<file path="src/rtl/mlx90640_pkg.sv">
// Shared MLX90640 definitions.
//   MLX_WORDS    : words per full scan (768 pixels + 64 auxiliary words)
//   scan_state_t : subpage scan controller states
package mlx90640_pkg;

    localparam int MLX_WORDS = 32*24 + 64;

    typedef enum logic [1:0] {
        IDLE  = 2'd0,
        SCAN  = 2'd1,
        FLUSH = 2'd2,
        DONE  = 2'd3
    } scan_state_t;

endpackage

</file>
<file path="src/rtl/mlx90640_subpage_scan.sv">
// Subpage scan controller. Walks every address of the raw sensor RAM and the
// subpage mask ROM pair in lockstep. It copies a raw word into the frame
// buffer only where the mask of the captured subpage is set.
//   clk, rst        : clock, synchronous active-high reset
//   start, subpage  : scan request; subpage latched when start is accepted
//   rom_addr        : address to the mask ROMs (sync, 1-cycle latency)
//   rom_data_pg0/1  : mask bits for subpage 0 / subpage 1
//   raw_addr        : address to raw RAM (mirrors rom_addr)
//   raw_data        : raw word (sync, 1-cycle latency)
//   fb_we/addr/data : frame-buffer write port
//   busy, done      : scan in progress / one-cycle end-of-scan pulse
//   update_count    : frame-buffer writes in the current or last scan
module mlx90640_subpage_scan
    import mlx90640_pkg::*;
#(
    parameter  int WIDTH = 16,
    parameter  int DEPTH = MLX_WORDS,
    localparam int ADDRW = $clog2(DEPTH),
    localparam int CNTW  = $clog2(DEPTH+1)
) (
    input  logic             clk,
    input  logic             rst,
    input  logic             start,
    input  logic             subpage,
    output logic [ADDRW-1:0] rom_addr,
    input  logic             rom_data_pg0,
    input  logic             rom_data_pg1,
    output logic [ADDRW-1:0] raw_addr,
    input  logic [WIDTH-1:0] raw_data,
    output logic             fb_we,
    output logic [ADDRW-1:0] fb_addr,
    output logic [WIDTH-1:0] fb_data,
    output logic             busy,
    output logic             done,
    output logic [CNTW-1:0]  update_count
);

    localparam logic [ADDRW-1:0] LAST_ADDR = ADDRW'(DEPTH-1);
    localparam logic [CNTW-1:0]  CNT_MAX   = CNTW'(DEPTH);

    scan_state_t      state, nstate;
    logic [ADDRW-1:0] addr_d;
    logic             valid_d;
    logic             sp_q;
    logic             sel;
    logic             accept;
    logic             last;

    assign accept = (state == IDLE) && start;
    assign last   = (rom_addr == LAST_ADDR);

    // State register
    always_ff @(posedge clk) begin
        if (rst) state <= IDLE;
        else     state <= nstate;
    end

    // Next-state logic
    always_comb begin
        nstate = state;
        case (state)
            IDLE:    if (start) nstate = SCAN;
            SCAN:    if (last)  nstate = FLUSH;
            FLUSH:   nstate = DONE;
            DONE:    nstate = IDLE;
            default: nstate = IDLE;
        endcase
    end

    // State outputs
    always_comb begin
        busy = 1'b0;
        done = 1'b0;
        case (state)
            SCAN, FLUSH: busy = 1'b1;
            DONE:        done = 1'b1;
            default:     ;
        endcase
    end

    // Address walk plus a one-stage tag pipeline that lines the presented
    // address up with the sync memories' output data.
    always_ff @(posedge clk) begin
        if (rst) begin
            rom_addr     <= '0;
            addr_d       <= '0;
            valid_d      <= 1'b0;
            sp_q         <= 1'b0;
            update_count <= '0;
        end else begin
            // Every SCAN cycle presents one address, including the held last one.
            valid_d <= (state == SCAN);
            addr_d  <= rom_addr;

            if (accept) begin
                sp_q     <= subpage;
                rom_addr <= '0;
            end else if (state == SCAN && !last) begin
                rom_addr <= rom_addr + 1'b1;
            end

            if (accept)
                update_count <= '0;
            else if (fb_we && update_count != CNT_MAX)
                update_count <= update_count + 1'b1;
        end
    end

    assign raw_addr = rom_addr;
    assign sel      = sp_q ? rom_data_pg1 : rom_data_pg0;
    assign fb_we    = valid_d & sel;
    assign fb_addr  = addr_d;
    assign fb_data  = raw_data;

endmodule

</file>
<file path="config.mk">
export PLATFORM = sky130hd
export DESIGN_NAME = mlx90640_subpage_scan
export DESIGN_NICKNAME = d
export VERILOG_FILES = /design/src/rtl/mlx90640_pkg.sv /design/src/rtl/mlx90640_subpage_scan.sv
export SDC_FILE = /design/constraint.sdc
export NUM_CORES = 1
export LEC_CHECK = 0
export BUFFER_PORTS_ARGS = -buffer_cell sky130_fd_sc_hd__buf_2
export CORE_ASPECT_RATIO = 0.8
export CORE_MARGIN = 1
export CORE_UTILIZATION = 40
export DETAILED_ROUTE_END_ITERATION = 10
export PLACE_DENSITY = 0.76
export SKIP_LAST_GASP = 1
export SYNTH_ARGS = -nofsm -noshare
export SYNTH_HDL_FRONTEND = slang
export SYNTH_SLANG_ARGS = --single-unit
</file>
<file path="constraint.sdc">
create_clock -name clk -period 1.6 [get_ports clk]
set_input_delay 0.32 -clock clk [delete_from_list [all_inputs] [get_ports clk]]
set_output_delay 0.32 -clock clk [all_outputs]
set_load 0.01 [all_outputs]
</file>
# Word level (Yosys, flattened, before mapping)
# Cells that the tools add are included.
# totals
output_inout_bits,59
word_cells,30
inputBits,22
ff_bits,34
# op_classes
n_eq_ne,7
reduce_logical,8
bitwise_logic,1
mux,6
add_sub_neg,2
# ops
operator,n
10-bit by 1-bit adder with 10-bit output (second input constant),2
10-bit == test (second input constant),1
10-bit != test (second input constant),1
2-bit one-hot mux with 4 select lines,1
2-bit == test (second input constant),2
2-bit two-way mux,2
2-bit != test (second input constant),2
2-bit OR reduction,2
1-bit logical AND,3
1-bit two-way mux,3
2-bit by 1-bit == test with 1-bit output (second input constant),1
2-bit logical NOT,1
2-bit AND reduction,1
1-bit AND,1
1-bit logical NOT,1

# Logic depth before layout (Yosys ltp)
# logic_depth
word_depth,3
ltp_mapped,7
depth_no_buf,6

# Least setup slack after synthesis
# No wires, ideal clock.
# synth_timing
path_type,register to register
startpoint,"register rom_addr[0], in the netlist raw_addr[0]"
endpoint,register state[0]
stages_incl_launch_ff,6
setup_ns,0.125
arrival_ns,1.478
required_time_ns,1.475
setup_slack_ns,-0.003
n_path_buf,0
cell_sequence,dfxtp_1 ha_1 nand3b_1 o31ai_1 o21ai_1 mux2i_1
# synth_via
elab_chain_len,3
# synth_lines
item,line_no,source
"start, declared",mlx90640_subpage_scan.sv:25,"output logic [ADDRW-1:0] rom_addr,"
"start signal, assigned",mlx90640_subpage_scan.sv:99,rom_addr <= rom_addr + 1'b1;
10-bit == test,mlx90640_subpage_scan.sv:50,assign last = (rom_addr == LAST_ADDR);
2-bit != test (no source line),n/a,
2-bit AND reduction (no source line),n/a,
"end signal, assigned",mlx90640_subpage_scan.sv:55,else state <= nstate;
"end, declared",mlx90640_subpage_scan.sv:41,"scan_state_t state, nstate;"
# No other way between the ends.
# A chain may end at the register's enable or synchronous reset.

# Final worst setup path
# layout_timing
startpoint,register sp_q
endpoint,output port fb_we
# layout_via
elab_chain_len,2
# layout_lines
item,line_no,source
"start, declared",mlx90640_subpage_scan.sv:44,logic sp_q;
"start signal, assigned",mlx90640_subpage_scan.sv:96,sp_q <= subpage;
1-bit two-way mux,mlx90640_subpage_scan.sv:110,assign sel = sp_q ? rom_data_pg1 : rom_data_pg0;
1-bit AND,mlx90640_subpage_scan.sv:111,assign fb_we = valid_d & sel;
"end, declared",mlx90640_subpage_scan.sv:30,"output logic fb_we,"
# No other way between the ends.

==> reports/metrics.cfg <==
[layout]
nets=257
stdcell_count=282
antennaDiodeCount=0
multi_input_area_um2=788
area_delta_synth_final_pct=21.9
drive_gt1_frac=0.370
layout.filler_cells=366
area.sequential_um2=683

[placement]
place_inst=274
place_hpwl_mm=2.63
port_buffers=48
globalplace.congestion=0.818

[sta]
hold_violations=0
finalSetupTns_ps=0
period_share=0.974
worst_pin_slew_ps=286
rsz0062_at_grt=no
holdWs_ps=306
fmax_mhz=642
min_period_ps=1560
drv_slew=0
max_slew_margin=0.809
fin_skew_ps=3.55
setup_viol=0

[route]
ant_nets=0
drc=0
viasPerCell=4.93
wl_per_cell_um=13.0
routed_wirelength_mm=3.66
firstDrtPassIters=4
drt_iter0_markers=105
via_count=1391

[critical_path]
cpMaxStageDelayCell=dfxtp_2
cp.required_ps=1280
rrSetupSlack_ps=100
cp_cell_sequence=mux2_4 -> and2_4 -> buf_2
path_buf_inv=1
end_kind=output port
r2r-start=update_count[5]$_SDFFE_PP0P_
cp_slowest_stage_delay_ps=350
crit_family=flip-flops
reg2regPathDepth=4
endpoint=fb_we
critPathMaxFanout=3
cp-startpoint=sp_q$_SDFFE_PP0P_
path_depth=3
critPathLaunchType=register
arrival_ps=1240
rr_endpoint=update_count[0]$_SDFFE_PP0P_
criticalPathCategory=register to output port

[synthesis]
synthSimpleGateAreaFrac=0.234
synth-compound-area-share=0.105
synth-seq-cells=34
muxShareOfSynthArea=0.0185
synth_xor_area_frac=0.0415
post-synth-top-area-fraction=0.403
synthAdderAreaFrac=0.0593
synth_top_family_by_area=simple AND/OR/NAND/NOR gates
syn_area_um2=1690
synth.avg_cell_area_um2=9.22
syn_inst=183
synth_nets=213
ys.flop_type=dfxtp_1
ys_seq_area_frac=0.403
synth_area_leader_cell=dfxtp_1
synth_area_leaders=dfxtp_1 40%, buf_4 12%, ha_1 5.9%
ys_types=36
async_flop_share=0
ys_warn_count=0
synth_edf_count=0

[global_route]
grt_pass1_wl_mm=5.87
grt_max_degree=18
grt-ovfl-total=0
grt_antenna_before_repair=0
grt_pass1_vias=1242
grt_usage=0.177

[cts]
cts_made_buffers=5
clk_pin_slew_ps=60
ctsLongestPathBuffers=2
clk_latency_ps=280
cts-htree-levels=2
cts_tree=done
clock_sinks=34
root_buffer=clkbuf_8

[floorplanning]
die-area_um2=4480
die_w_um=74.6
rows=20
die_y_um=60.1
core-area_um2=3930
io_pins=81
start_util=0.430

[power_and_ir_drop]
powerDensity_nw_per_um2=1120
power.switching_mw=0.654
pwr-share-seq=0.408
ir_worst_vdd_mv=0.608
leakage_nw=0.960
p_clk_frac=0.343
p_sw_frac=0.283
power.total_mw=2.31
intPower_mw=1.66
share_comb_of_total_power=0.249

[status]
status=complete, no violations

[min_path]
hp-class=input pin to register

[job]
cap_viol_max_count=0

synthesized netlist by cell type (2+ instances only):
library cell / number
buf_4: 26
and3_1: 3
and2_1: 2
or3_1: 2
nor2b_1: 12
o31ai_1: 4
and4_1: 2
nand4b_1: 2
a21oi_1: 7
dfxtp_1: 34
nand3b_1: 2
inv_1: 6
nor2_1: 7
clkbuf_1: 3
o211ai_1: 5
nand2b_1: 4
mux2i_1: 2
or4_1: 2
xor2_1: 7
nand2_1: 12
nor3_1: 2
ha_1: 8
nand3_1: 10
o21ai_0: 4
nand4_1: 4
kinds of logic (layout without fill, tap and decap cells):
group | Yosys count | after routing
simple gates | 69 | 69
fa+ha+maj | 8 | 8
mux | 3 | 3
xor+xnor | 8 | 8
compound gates | 25 | 25
buf+inv | 36 | 80
flops | 34 | 34
worst min-delay path by stage:
stage,cells after the start,slack [ps],start,end
after detailed placement,2,480,sp_q$_SDFFE_PP0P_,sp_q$_SDFFE_PP0P_
after CTS,3,290,subpage,sp_q$_SDFFE_PP0P_
after global placement,2,490,update_count[9]$_SDFFE_PP0P_,update_count[9]$_SDFFE_PP0P_
after floorplan,2,440,sp_q$_SDFFE_PP0P_,sp_q$_SDFFE_PP0P_
after global routing,3,300,subpage,sp_q$_SDFFE_PP0P_
final,3,310,subpage,sp_q$_SDFFE_PP0P_
metrics by stage:
stage / util / setup slack, ps / instance area, µm²
global placement: 0.490 / 134 / 1930
finish: 0.524 / 41.7 / 2060
global route: 0.524 / 10.2 / 2060
floorplan: - / 31.8 / 1690
detailed placement: 0.490 / 37.2 / 1930
CTS: 0.522 / 16.4 / 2050
worst min-delay path, delay by kind of cell:
| kind | cells | cell delay (ps) |
|---|---|---|
| AO/OA/AOI/OAI | 1 | 60 |
| buffers and inverters | 1 | 100 |
| AND/OR/NAND/NOR | 1 | 60 |
sequential cells by signal, indices dropped and copies added (netlist names):
name	cells
fb_addr	10
raw_addr	10
update_count	10
state	2
sp_q	1
valid_d	1
power by group through the flow:
stage / logic (mW) / registers [mW] / clock network [mW]
after global placement: 0.524 / 0.954 / 0
final: 0.576 / 0.943 / 0.793
after CTS: 0.562 / 0.940 / 0.800
after global routing: 0.631 / 0.951 / 0.845
after floorplan: 0.361 / 0.971 / 0
after detailed placement: 0.537 / 0.957 / 0
cell type report:
cell class	instances	area share
multi-input cells	113	0.383
flip-flops and latches	34	0.332
repair buffers	67	0.186
clock buffers	6	0.0401
well taps	55	0.0334
clock inverters	1	0.0146
inverters	6	0.0109
placed cells by master (no fill, tap or decap), types with 2 or more instances in the layout:
master	instances
clkbuf_8	6
nand3b_1	2
ha_1	7
and3_1	3
buf_4	19
nand3_1	10
dfxtp_1	32
nand2_1	12
nor3_1	2
o31ai_1	3
a21oi_1	7
nand4b_1	2
or3_1	2
o211ai_1	5
or4_1	2
mux2i_1	2
inv_1	6
buf_2	48
o21ai_0	4
xor2_1	7
dfxtp_2	2
and4_1	2
nor2b_1	12
nand4_1	4
nand2b_1	4
nor2_1	7
per-layer routing:
metal	global-route usage	part of all wire	routed length (µm)
met1	0.228	0.46	1690
met2	0.278	0.46	1690
met3	0.0489	0.059	214
met4	0.0782	0.018	66
met5	0	0	0
timing repair:
| action | in CTS | in global routing |
|---|---|---|
| setup buffers | 1 | 0 |
| endpoints found under the hold margin | 0 | 0 |
| endpoints found under the setup margin | 1 | 3 |
| hold buffers | 0 | 0 |
| gates resized for setup | 2 | 3 |
| gates cloned | 0 | 0 |
(Power assumes the default switching activity.)
